==> src/rtl/button_debouncer_if.sv <==
// Button debouncer signal bundle: raw button in, debounced level and busy flag out.
// The master modport drives the button; the slave modport is the debouncer itself.
interface button_debouncer_if;
    logic PB;
    logic LP;
    logic busy;

    modport master (output PB, input LP, input busy);
    modport slave  (input PB, output LP, output busy);
endinterface

==> src/rtl/button_debouncer.sv <==
// Push-button debouncer: optional 2-flop synchronizer feeding a counter-qualified 4-state FSM.
// Define DEBOUNCER_SYNC_EN to insert the synchronizer (required for off-chip PB).
module button_debouncer #(
    parameter int   STABLE_CYCLES = 50000,
    parameter int   CNT_W         = 16,
    parameter logic RST_LEVEL     = 1'b1
) (
    input  logic               clk,
    input  logic               rst,
    button_debouncer_if.slave  bus
);

    typedef enum logic [1:0] {
        S_HI = 2'd0,
        W_LO = 2'd1,
        S_LO = 2'd2,
        W_HI = 2'd3
    } state_t;

    localparam logic [CNT_W-1:0] CNT_LAST = CNT_W'(STABLE_CYCLES - 1);
    localparam logic [CNT_W-1:0] CNT_ONE  = CNT_W'(1);

    state_t           r_state;
    logic [CNT_W-1:0] r_cnt;
    logic             r_lp;
    logic             r_busy;
    logic             w_sample;

`ifdef DEBOUNCER_SYNC_EN
    logic [1:0] r_sync;

    // Two-flop synchronizer; flops park at the idle level so reset never looks like a press.
    always_ff @(posedge clk) begin
        if (rst) begin
            r_sync <= {2{RST_LEVEL}};
        end else begin
            r_sync <= {r_sync[0], bus.PB};
        end
    end

    assign w_sample = r_sync[1];
`else
    assign w_sample = bus.PB;
`endif

    // Qualification FSM; LP/busy are registered alongside the state so they never see PB directly.
    always_ff @(posedge clk) begin
        if (rst) begin
            r_state <= (RST_LEVEL == 1'b1) ? S_HI : S_LO;
            r_cnt   <= '0;
            r_lp    <= RST_LEVEL;
            r_busy  <= 1'b0;
        end else begin
            case (r_state)
                S_HI: begin
                    r_cnt <= '0;
                    if (w_sample == 1'b0) begin
                        r_state <= W_LO;
                        r_busy  <= 1'b1;
                    end else begin
                        r_state <= S_HI;
                    end
                end
                W_LO: begin
                    if (w_sample == 1'b1) begin
                        r_state <= S_HI;
                        r_cnt   <= '0;
                        r_busy  <= 1'b0;
                    end else if (r_cnt == CNT_LAST) begin
                        r_state <= S_LO;
                        r_cnt   <= '0;
                        r_lp    <= 1'b0;
                        r_busy  <= 1'b0;
                    end else begin
                        r_cnt <= r_cnt + CNT_ONE;
                    end
                end
                S_LO: begin
                    r_cnt <= '0;
                    if (w_sample == 1'b1) begin
                        r_state <= W_HI;
                        r_busy  <= 1'b1;
                    end else begin
                        r_state <= S_LO;
                    end
                end
                W_HI: begin
                    if (w_sample == 1'b0) begin
                        r_state <= S_LO;
                        r_cnt   <= '0;
                        r_busy  <= 1'b0;
                    end else if (r_cnt == CNT_LAST) begin
                        r_state <= S_HI;
                        r_cnt   <= '0;
                        r_lp    <= 1'b1;
                        r_busy  <= 1'b0;
                    end else begin
                        r_cnt <= r_cnt + CNT_ONE;
                    end
                end
                default: begin
                    r_state <= (RST_LEVEL == 1'b1) ? S_HI : S_LO;
                    r_cnt   <= '0;
                    r_lp    <= RST_LEVEL;
                    r_busy  <= 1'b0;
                end
            endcase
        end
    end

    assign bus.LP   = r_lp;
    assign bus.busy = r_busy;

endmodule

==> src/flat_wrapper.sv <==
// flat-port wrapper written by rule: the top's interface ports become plain ports
module button_debouncer_flat 
#(
    parameter int   STABLE_CYCLES = 50000,
    parameter int   CNT_W         = 16,
    parameter logic RST_LEVEL     = 1'b1
)
  (clk, rst, bus_PB, bus_LP, bus_busy);
  button_debouncer_if bus_i ();
  input  logic clk;
  input  logic rst;
  input wire logic [$bits(bus_i.PB)-1:0] bus_PB;
  output wire logic [$bits(bus_i.LP)-1:0] bus_LP;
  output wire logic [$bits(bus_i.busy)-1:0] bus_busy;
  assign bus_i.PB = bus_PB;
  assign bus_LP = bus_i.LP;
  assign bus_busy = bus_i.busy;
  button_debouncer #(.STABLE_CYCLES(STABLE_CYCLES), .CNT_W(CNT_W), .RST_LEVEL(RST_LEVEL)) u_core (.clk(clk), .rst(rst), .bus(bus_i));
endmodule
==> config.mk <==
export PLATFORM = sky130hd
export DESIGN_NAME = button_debouncer_flat
export DESIGN_NICKNAME = d
export VERILOG_FILES = /design/src/rtl/button_debouncer_if.sv /design/src/rtl/button_debouncer.sv /design/src/flat_wrapper.sv
export SDC_FILE = /design/constraint.sdc
export NUM_CORES = 1
export LEC_CHECK = 0
export ABC_CLOCK_PERIOD_IN_PS = 2550
export CORE_MARGIN = 10
export CORE_UTILIZATION = 45
export CTS_CLUSTER_DIAMETER = 40
export DETAILED_ROUTE_END_ITERATION = 6
export GPL_TIMING_DRIVEN = 0
export PLACE_DENSITY = 0.6
export SLEW_MARGIN = 25
export SYNTH_ARGS = -nofsm -noshare
export SYNTH_HDL_FRONTEND = slang
export SYNTH_SLANG_ARGS = --single-unit
==> constraint.sdc <==
create_clock -name clk -period 2.55 [get_ports clk]
set_input_delay 0.51 -clock clk [delete_from_list [all_inputs] [get_ports clk]]
set_output_delay 0.51 -clock clk [all_outputs]
set_load 0.01 [all_outputs]
==> impl_results.md <==
* IO Port Bufs at 4
* Power Density at 476 nW/um^2
* Diode insertion count for antenna repair at 0
* Wirelength, routed at 1630 um
* FP Rows at 16
* Post-synthesis share of cell area spent on full adders, half adders and majority gates at 1.36%
* Layout filler cell count at 206
* Initial standard-cell utilization of the core at 47.1%
* Number of distinct library cells after synthesis at 25
* Clock tree from TritonCTS: done
* Crit path capture type: register
* DR iter-0 viols at 15
* Count of mapped cells out of synthesis at 99
* Die footprint at 4260 sq um
* Antenna violations before repair at 0
* Headroom to the max-slew limit at 69.5%
* LEAKAGE at 0.277 nW
* Pre-Repair DR Iteration Count at 4
* Final setup viols at 0
* Routability Congestion at 0.780
* Pins over their slew limit at 0
* Routed wire per std cell at 12.3 um
* Later-pin clock latency in the skew report at 0.29 ns
* Layout cell share with drive strength beyond 1 at 17.9%
* RSZ-0062 raised after global routing: no
* Synth warn at 0
* Type of the worst min-delay path: register to register
* Count of hold buffers inserted by post-cts repair at 0
* WP data required at 2.74 ns
* Die height at 65.3 um
* Area added between synthesis and finish at 10.4%
* I/O pins at 5
* Worst-case setup margin in the final layout at 0.548 ns
* Buffers inserted by post-CTS timing repair at 0
* Simple-Gate Fraction of Synth Area at 33.3%
* Vias/cell at 5.03
* Post-cts resize count at 0
* Proportion of synthesized chip area in sequential cells at 43.4%
* DRC violations left at 0
* Endpoints failing hold at 0
* Post-route cell area at 1020 sq um
* Area inside the core boundary at 1960 sq um
* Total number of vias at 669
* Mapped Nets at 103
* Overflow left after global routing at 0
* Min cycle time layout at 2.00 ns
* Share of the synthesized area in compound gates (AO/OA/AOI/OAI) at 2.85%
* CP Class: register to register
* Die X-Extent at 65.3 um
* Dominant combinational cell family by area after synthesis: simple AND/OR/NAND/NOR gates
* Clock transition at the register clock pins on the worst setup and hold paths after CTS at 0.11 ns
* Maximum fanout count along the critical path at 10
* Startpoint kind of the worst setup timing path: register
* Post-detail-place hpwl at 1260 um
* Clock buffer depth at 2
* Max VDD drop at 0.000286 V
* Number of clock buffers inserted by TritonCTS at 3
* First-pass GRT wire length at 3130 um
* # H-tree levels at 1
* Avg Cell Area, Syn at 9.33 sq um
* Worst Reg2Reg Path Length in Cells at 5
* Outcome: finished, final reports clean
* Worst setup timing slack at the placement stage at 0.387 ns
* Pin count of the biggest net entering global routing at 11
* Post-synthesis instance area at 923 sq um
* Max Clock Skew at 0.00780 ns
* Crit path arrival time at 2.19 ns
* Multiplexer share of the synthesized area at 2.17%
* Post-route fraction of the period consumed by the critical path at 78.5%
* Maximum clock frequency at 500 MHz
* Cell chosen for the clock root: clkbuf_4
* Global routing usage summed across all routing layers at 8.88%
* Final net count at 112
* Antenna-violating nets left at 0
* Number of synthesized register bits at 20
* Summed negative setup slack over all endpoints at 0 ns
* Post-Place Cell Area at 997 sq um
* Count of cells along the worst hold path at 2
* Sinks on Clock Net at 20
* Area share of xor/xnor cells in the synthesized design at 13.3%
* Worst-Margin Slew at 0.453 ns
* Via count of the first global-routing pass at 686
* Max-cap violations at 0
[layer usage]
layer | up-vias | track usage (%) | wire length, um
li1 | 356 | - | -
met1 | 308 | 10.8 | 799
met2 | 3 | 14.3 | 763
met5 | - | 0 | 0
met3 | 2 | 2.88 | 58
met4 | 0 | 3.21 | 9
[path summary, 6_finish.rpt]
| check | endpoint | start | slack [ns] |
|---|---|---|---|
| max | u_core.r_cnt[6] | u_core.r_cnt[4] | 0.55 |
| min | u_core.bus.busy | u_core.bus.busy | 0.48 |
| max reg2reg | u_core.r_cnt[6] | u_core.r_cnt[4] | 0.55 |
| min reg2reg | u_core.bus.busy | u_core.bus.busy | 0.48 |
[cells in the mapped netlist (all sizes together)]
cell    count  area, sq um
a21oi       2         10.0
buf         1         15.0
dfxtp      20          400
ha          1         12.5
inv         5         18.8
mux2i       2         20.0
nand2       6         22.5
nand3       5         37.5
nand4       5         31.3
nand4b      1         8.76
nor2       21          104
nor2b       1         6.26
nor3        5         25.0
nor4        4         31.3
o21bai      1         7.51
o32ai       1         8.76
or2         1         6.26
or4         1         11.3
or4b        2         23.8
xnor2      12          105
xor2        2         17.5
[through the flow]
| stage | cells | util, % | hold slack [ns] | power (mW) |
|---|---|---|---|---|
| floorplan | 99 | - | 0.439 | 0.338 |
| global placement | 130 | 50.8 | 0.456 | 0.349 |
| detailed placement | 130 | 50.8 | 0.465 | 0.350 |
| CTS | 133 | 52.0 | 0.484 | 0.492 |
| global route | 133 | 52.0 | 0.514 | 0.505 |
| finish | 133 | 52.0 | 0.485 | 0.486 |
[flip-flops by register name (all words and copies together), names as in the netlist, named ones only]
| name | count |
|---|---|
| u_core.r_cnt | 16 |
| u_core.bus.busy | 1 |
| u_core.r_state | 1 |
| u_core.bus.LP | 1 |
[power breakdown]
part,switching [mW],internal [mW]
Sequential,0.00340,0.316
Clock,0.0882,0.0548
Combinational,0.0107,0.0123
Total,0.102,0.383
[worst max-delay path, stage by stage (launching register included)]
cell     delay (ns)
dfxtp_1        0.39
or4b_4         0.57
or4_4          0.56
nand3_4        0.16
buf_8          0.17
nor2_2         0.05
[placed cells by master, fill, tap and decap left out, drive strengths merged, types with 2 or more instances in the layout]
cell           Yosys  final
clkdlybuf4s50      0      4
nand4              5      5
a21oi              2      2
nor4               4      4
nor2              21     21
xnor2             12     12
nand3              5      5
nor3               5      5
mux2i              2      2
inv                5      5
or4b               2      2
clkbuf             0      3
xor2               2      2
dfxtp             20     20
nand2              6      6
[layout make-up]
class / count / area, sq um / area share (%)
plain buffers: 1 / 15.0 / 1.47
clock buffers: 3 / 22.5 / 2.21
inverters: 5 / 18.8 / 1.84
multi-input cells: 73 / 489 / 48.0
flip-flops and latches: 20 / 400 / 39.3
well taps: 27 / 33.8 / 3.31
repair buffers: 4 / 40.0 / 3.93
[cell families after synthesis]
| group | count (synthesis) |
|---|---|
| muxes | 2 |
| AOI/OAI and AO/OA | 4 |
| buffers and inverters | 6 |
| DFF | 20 |
| adders and majority gates | 1 |
| and+or+nand+nor | 52 |
| xor gates and xnor gates | 14 |
Note: power is estimated with default switching activity, not from simulation.
